`config.mk`:
```
export PLATFORM = sky130hd
export DESIGN_NAME = serial_adder_ctrl_flat
export DESIGN_NICKNAME = d
export VERILOG_FILES = /design/src/rtl/serial_adder_ctrl_if.sv /design/src/rtl/serial_adder_ctrl.sv /design/src/flat_wrapper.sv
export SDC_FILE = /design/constraint.sdc
export NUM_CORES = 1
export LEC_CHECK = 0
export ABC_AREA = 1
export CAP_MARGIN = 20
export CORE_ASPECT_RATIO = 0.6
export CORE_UTILIZATION = 51
export DETAILED_ROUTE_END_ITERATION = 12
export GPL_ROUTABILITY_DRIVEN = 0
export PLACE_DENSITY = 0.78
export SYNTH_ARGS = -nofsm -noshare
export SYNTH_HDL_FRONTEND = slang
export SYNTH_SLANG_ARGS = --single-unit
```
`constraint.sdc`:
```
create_clock -name clk -period 1.7 [get_ports clk]
set_clock_uncertainty 0.15 [all_clocks]
set_input_delay 0.34 -clock clk [delete_from_list [all_inputs] [get_ports clk]]
set_output_delay 0.34 -clock clk [all_outputs]
set_load 0.02 [all_outputs]
```
`src/rtl/serial_adder_ctrl_if.sv`:
```
// Request/result bundle for the bit-serial adder.
// Optional SERIAL_ADDER_SUB_EN adds the 'sub' request bit.
interface serial_adder_ctrl_if #(
  parameter int WIDTH = 8
);
  logic             start;
  logic [WIDTH-1:0] a;
  logic [WIDTH-1:0] b;
  logic             cin;
`ifdef SERIAL_ADDER_SUB_EN
  logic             sub;
`endif
  logic             busy;
  logic             done;
  logic [WIDTH-1:0] sum;
  logic             cout;

`ifdef SERIAL_ADDER_SUB_EN
  modport master (output start, a, b, cin, sub, input busy, done, sum, cout);
  modport slave  (input start, a, b, cin, sub, output busy, done, sum, cout);
`else
  modport master (output start, a, b, cin, input busy, done, sum, cout);
  modport slave  (input start, a, b, cin, output busy, done, sum, cout);
`endif
endinterface

```
`src/rtl/serial_adder_ctrl.sv`:
```
// Bit-serial WIDTH-bit adder: one full-adder cell plus carry FF, operands fed LSB-first.
// Define SERIAL_ADDER_SUB_EN to add a subtract request (a - b via ~b and carry-in 1).
module serial_adder_ctrl #(
  parameter int WIDTH = 8
) (
  input  logic                clk,
  input  logic                rst_n,
  serial_adder_ctrl_if.slave  bus
);
  localparam int CW = (WIDTH > 1) ? $clog2(WIDTH) : 1;
  localparam logic [CW-1:0] LAST_BIT = CW'(WIDTH - 1);

  typedef enum logic [1:0] {
    ST_IDLE = 2'd0,
    ST_RUN  = 2'd1,
    ST_DONE = 2'd2
  } state_t;

  state_t           state_reg;
  logic [WIDTH-1:0] sh_a_reg;
  logic [WIDTH-1:0] sh_b_reg;
  logic [WIDTH-1:0] sum_reg;
  logic [CW-1:0]    count_reg;
  logic             carry_reg;
  logic             cout_reg;
  logic             busy_reg;
  logic             done_reg;

  logic             sub_sel;
  logic             fa_s;
  logic             fa_c;

`ifdef SERIAL_ADDER_SUB_EN
  assign sub_sel = bus.sub;
`else
  assign sub_sel = 1'b0;
`endif

  // The single full-adder cell; carry-out is the majority of its three inputs.
  assign fa_s = sh_a_reg[0] ^ sh_b_reg[0] ^ carry_reg;
  assign fa_c = (sh_a_reg[0] & sh_b_reg[0]) | (sh_b_reg[0] & carry_reg) | (carry_reg & sh_a_reg[0]);

  always_ff @(posedge clk or negedge rst_n) begin
    if (!rst_n) begin
      state_reg <= ST_IDLE;
      sh_a_reg  <= '0;
      sh_b_reg  <= '0;
      sum_reg   <= '0;
      count_reg <= '0;
      carry_reg <= 1'b0;
      cout_reg  <= 1'b0;
      busy_reg  <= 1'b0;
      done_reg  <= 1'b0;
    end else begin
      done_reg <= 1'b0;
      case (state_reg)
        ST_IDLE: begin
          if (bus.start) begin
            sh_a_reg  <= bus.a;
            sh_b_reg  <= sub_sel ? ~bus.b : bus.b;
            carry_reg <= sub_sel ? 1'b1 : bus.cin;
            count_reg <= '0;
            sum_reg   <= '0;
            cout_reg  <= 1'b0;
            busy_reg  <= 1'b1;
            state_reg <= ST_RUN;
          end
        end
        ST_RUN: begin
          // Sum bits enter at the MSB so after WIDTH shifts bit 0 sits at the LSB.
          sum_reg   <= {fa_s, sum_reg[WIDTH-1:1]};
          sh_a_reg  <= {1'b0, sh_a_reg[WIDTH-1:1]};
          sh_b_reg  <= {1'b0, sh_b_reg[WIDTH-1:1]};
          carry_reg <= fa_c;
          if (count_reg == LAST_BIT) begin
            state_reg <= ST_DONE;
          end else begin
            count_reg <= count_reg + 1'b1;
          end
        end
        ST_DONE: begin
          cout_reg  <= carry_reg;
          done_reg  <= 1'b1;
          busy_reg  <= 1'b0;
          state_reg <= ST_IDLE;
        end
        default: begin
          state_reg <= ST_IDLE;
          busy_reg  <= 1'b0;
        end
      endcase
    end
  end

  assign bus.busy = busy_reg;
  assign bus.done = done_reg;
  assign bus.sum  = sum_reg;
  assign bus.cout = cout_reg;
endmodule

```
`src/flat_wrapper.sv`:
```
// flat-port wrapper written by rule: the top's interface ports become plain ports
module serial_adder_ctrl_flat 
#(
  parameter int WIDTH = 8
)
  (clk, rst_n, bus_start, bus_a, bus_b, bus_cin, bus_busy, bus_done, bus_sum, bus_cout);
  serial_adder_ctrl_if #(.WIDTH(WIDTH)) bus_i ();
  input  logic clk;
  input  logic rst_n;
  input wire logic [$bits(bus_i.start)-1:0] bus_start;
  input wire logic [$bits(bus_i.a)-1:0] bus_a;
  input wire logic [$bits(bus_i.b)-1:0] bus_b;
  input wire logic [$bits(bus_i.cin)-1:0] bus_cin;
  output wire logic [$bits(bus_i.busy)-1:0] bus_busy;
  output wire logic [$bits(bus_i.done)-1:0] bus_done;
  output wire logic [$bits(bus_i.sum)-1:0] bus_sum;
  output wire logic [$bits(bus_i.cout)-1:0] bus_cout;
  assign bus_i.start = bus_start;
  assign bus_i.a = bus_a;
  assign bus_i.b = bus_b;
  assign bus_i.cin = bus_cin;
  assign bus_busy = bus_i.busy;
  assign bus_done = bus_i.done;
  assign bus_sum = bus_i.sum;
  assign bus_cout = bus_i.cout;
  serial_adder_ctrl #(.WIDTH(WIDTH)) u_core (.clk(clk), .rst_n(rst_n), .bus(bus_i));
endmodule
```
Yosys cells after proc, flatten, opt, wreduce, memory -nomap -nowiden
Cells that the tools add are included.
- shifts and indexed selects: 0
- $mul: 0
- bitwise logic cells: 8
- reductions and logical operators: 8
- muxes and demuxes: 19
- eq/ne operators: 6
- add/sub/neg operators: 1
- order comparisons: 0
- divide/modulo/power cells: 0
- operator list (operator ; number):
    8-bit one-hot mux with 2 select lines ; 3
    8-bit 2-to-1 mux ; 3
    2-bit AND reduction ; 4
    3-bit 2-to-1 mux ; 2
    1-bit one-hot mux with 2 select lines ; 3
    3-bit one-hot mux with 2 select lines ; 1
    1-bit 2-to-1 mux ; 4
    2-bit 2-to-1 mux ; 2
    2-bit != test, second input constant ; 2
    2-bit one-hot mux with 2 select lines ; 1
    2-bit nonzero test ; 2
    3-bit by 1-bit adder with 3-bit output, second input constant ; 1
    1-bit AND ; 3
    3-bit equality test, second input constant ; 1
    3-bit AND reduction ; 1
    2-bit by 1-bit equality test with 1-bit output, second input constant ; 1
    2-bit equality test, second input constant ; 1
    2-bit logical NOT ; 1
    2-bit by 1-bit != test with 1-bit output, second input constant ; 1
    1-bit OR ; 2
    1-bit XOR ; 2
    1-bit NOT ; 1
- bits in writable memories: 0
- memory bits (read-only): 0
- bits in latches: 0
- register bits: 33
- bits of input ports: 20
- memories kept: 0

Logic depth before layout (Yosys ltp)
- depth in word-level cells: 4
- gate-level depth with buffers: 7
- depth with buffers taken out: 6

Worst setup path after synthesis
Ideal clock, no wire load.
- path type: register to register
- from: register u_core.count_reg[0]
- to: register u_core.count_reg[0]
- period minus slack after synthesis: 1.318 ns
- arrival: 1.051 ns
- slack: 0.382 ns
- stages on the path, launching flop included: 7
- cell sequence: dfrtp_1 -> ha_1 -> ha_1 -> nand2_1 -> nand3_1 -> nand2_1 -> nand2_1
- cells in the longest elaborated chain, start to end: 3
- ends and longest elaborated chain (item ; line ; text):
    start, declared ; serial_adder_ctrl.sv:23 ; logic [CW-1:0] count_reg;
    start signal, assigned ; serial_adder_ctrl.sv:78 ; count_reg <= count_reg + 1'b1;
    3-bit by 1-bit adder with 3-bit output or 3-bit equality test (tied branches) ; serial_adder_ctrl.sv:78, serial_adder_ctrl.sv:75 ;
    3-bit 2-to-1 mux or 2-bit != test (tied branches) ; n/a ;
    3-bit one-hot mux with 2 select lines or 3-bit AND reduction (tied branches) ; n/a ;
Several ways; a longest one is shown, not always the timed one. The select of a mux whose other input is x is not followed.
A chain may end at the register's enable or synchronous reset.

Worst setup path after layout
Same ends and word-level chain as after synthesis.

==> results <==
-- report_power, final --
| part | leakage [nW] | internal (mW) | switching, mW | total, mW |
|---|---|---|---|---|
| sequential | 0.410 | 1.13 | 0.218 | 1.35 |
| combinational | 0.712 | 0.639 | 0.970 | 1.61 |
| clock | 0.0439 | 0.282 | 0.299 | 0.581 |
-- routing by layer --
layer  vias up  routed length (µm)
met5         -                   0
met1       636                1688
met3         4                 304
li1        687                   -
met2        62                1555
met4         0                  21
-- metrics by stage --
step / power (mW) / hold slack, ps / std cells / cell area, µm²
after floorplan: 2.533 / -105.6 / 204 / 1678
after global placement: 2.961 / 304.9 / 272 / 2002
after detailed placement: 3.045 / 317.6 / 272 / 2002
after CTS: 3.562 / 274.3 / 280 / 2076
after global routing: 3.842 / 272.7 / 280 / 2078
final: 3.542 / 265.3 / 280 / 2078
-- worst max-delay path, cell delays in order, from the launching register on --
cell	delay [ps]
dfrtp_1	400
ha_1	220
ha_1	210
nand2_1	110
nand3_1	190
nand2_1	100
nand2_1	50
-- what timing repair did --
item                       CTS  global route
setup endpoints to repair   10             1
setup buffers                0             0
resized for setup           10             1
-- logic make-up (layout without fill, tap and decap cells) --
group / Yosys count / count (layout) / synth area share [%]
DFF: 33 / 33 / 49.22
buffers and inverters: 43 / 77 / 13.35
and+or+nand+nor: 122 / 122 / 33.86
adders and majority gates: 3 / 3 / 2.684
AOI/OAI and AO/OA: 3 / 3 / 0.8946
-- cell type report --
type | count | area (µm²)
repair buffers | 35 | 352.8
multi-input cells | 128 | 628.1
flip-flops and latches | 33 | 825.8
well taps | 42 | 52.55
clock buffers | 5 | 68.82
clock inverters | 3 | 17.52
inverters | 34 | 132.6
fillers | 262 | 924.6
-- final timing paths --
path,to,slack [ps]
max in group asynchronous,u_core.sh_a_reg[1],950
min in group clk,u_core.state_reg[1],330
worst max-delay path,u_core.count_reg[0],160
worst min register to register,u_core.state_reg[1],330
worst max register to register,u_core.count_reg[0],160
worst min-delay path,u_core.bus.done,270
-- Yosys cell counts --
master and n:
inv_1 31, ha_1 2, nand2_4 1, nor2_1 3
dfrtp_1 33, buf_2 1, nand2_2 5, inv_4 2
nor2_4 1, o21ai_1 1, fa_1 1, buf_4 1
o21ai_0 2, nand3_2 6, nand4_1 3, buf_6 7
nand2_1 73, inv_2 1, nand3_1 30
==> results <==
- The clock passes through at most 2 buffers.
- STA classifies the critical path endpoint as a flop.
- The transition time at the pin with the least slew margin is 286.3 ps.
- The global routing met3 resource utilization is 8.713%.
- The core region is 3003 µm².
- The first routing iteration left 59 violations.
- The first-pass GRT wire length is 5.996 mm.
- The distinct cell type count of the synthesized netlist is 19.
- At the worst endpoint, the required time is 1730 ps.
- The via count of the first global-routing pass is 1263.
- For this run, global-route usage on met2 was measured as 37.64%.
- The initial core utilization is 55.87%.
- The tightest slew margin relative to the limit is 80.91%.
- Setup total negative slack on the finished layout was measured at 0 ps.
- In the global route stage, overall resource usage came out at 23.48%.
- In this run, CTS created clock tree buffers numbering 5.
- The flow ran to the end, and the final reports show no timing, DRC or antenna violations.
- The maximum clock rate is 650.4 MHz.
- The area of the mapped netlist is 1678 µm².
- The critical path class is reg2reg.
- The layer flagged by global routing as most heavily used is met2.
- The path category of the worst min-delay check is in2async.
- In this run the count of I/O pins placed on the die edge is 31.
- The power density relative to cell area is 1705 nW/µm².
- For the worst setup path, the data arrival time is 1560 ps.
- The cell taking the most area after synthesis is dfrtp_1.
- The worst path meets setup with 162.4 ps of slack.
- In this run the worst setup path begins at u_core.count_reg[0].
- Setup violations remaining at the end of the flow were counted as 0.
- Buffers placed on the I/O ports in this run total 30.
- The total vias in the final route is 1389.
- The tree is rooted in a clkbuf_8.
- The worst-skew pair later-pin latency is 290 ps.
- The fraction of the core area covered by cells at the end of the flow is 69.21%.
- The iteration count of the initial detailed-routing pass is 4.
- The global routing met1 resource utilization is 30.63%.
- The post-detailed-route wirelength per cell is 12.75 µm.
- The number of cell rows is 15.
- The number of max-slew violations in the final report is 0.
- In this run the worst path has a maximum fanout of 4.
- The repair_antennas step left the layout with diodes totalling 0.
- The fraction of post-synthesis cell area in the top cell type by area is 49.22%.
- The sequential cell area fraction in the yosys report is 49.22%.
- In this run the remaining antenna-violating nets after routing total 0.
- Clock-pin slew was measured on the worst setup and hold paths at 70 ps.
- In this run, synthesis produced a sequential element count of 33.
- The share of the clock period used by the worst path is 90.45%.
- The number of H-tree branching levels is 2.
- The number of antenna violations at the first check in global routing is 0.
- The routed design has 3.569 mm of wire.
- The final period demand of the worst path is 1538 ps.
- The post-synthesis average cell area is 8.225 µm².
- The die span in x is 76.05 µm.
- The post-synthesis to final-layout area growth is 23.86%.
- In the routed design, unresolved DRC markers number 0.
- The ratio of routed vias to standard cells is 4.961.
- The number of failing hold endpoints at the final stage came to 0.
- Prior to clock tree synthesis, the placed netlist has a worst setup slack of 43.49 ps.
- The share of post-route cells with drive strength above 1 is 12.18%.
- The peak ir drop on the vdd network is 713.1 µV.
- The yosys synthesis warning count is 0.
- After global routing the overflow that remains totals 0.
- After the last flow step, the layout net total stands at 260.
- The placed wire-length estimate after detailed placement is 2.493 mm.
- Ranked by total cell area, the synthesized netlist is headed by dfrtp_1 (49%), nand2_1 (16%), nand3_1 (8.9%).
- The library cell used most frequently in the layout, excluding fill and tap cells, is nand2_1.
- The die covers 3531 µm².
- In the layout the commonest cells are nand2_1 (73), dfrtp_1 (33), inv_1 (31).
- Setup repair after global routing left no endpoint under its margin.
- Entering global routing, the biggest net connects 34 pins.
- The worst register-to-register path begins at u_core.count_reg[0].
- The leakage dissipation is 1.166 nW.
- The type of element launching the critical path is a flop.
- For this design, the CTS-stage hold fixing added 0 buffers.
- The die boundary height is 46.43 µm.
- The clock sink count is 33.
- The net count after synthesis is 227.
- The tool flagged a number of max-cap violations equal to 0.
- TritonCTS built the clock tree.
- Counting every instance in the synthesized netlist gives 204.
- The cell count of the worst reg-to-reg path is 6.
(Power assumes the default switching activity.)
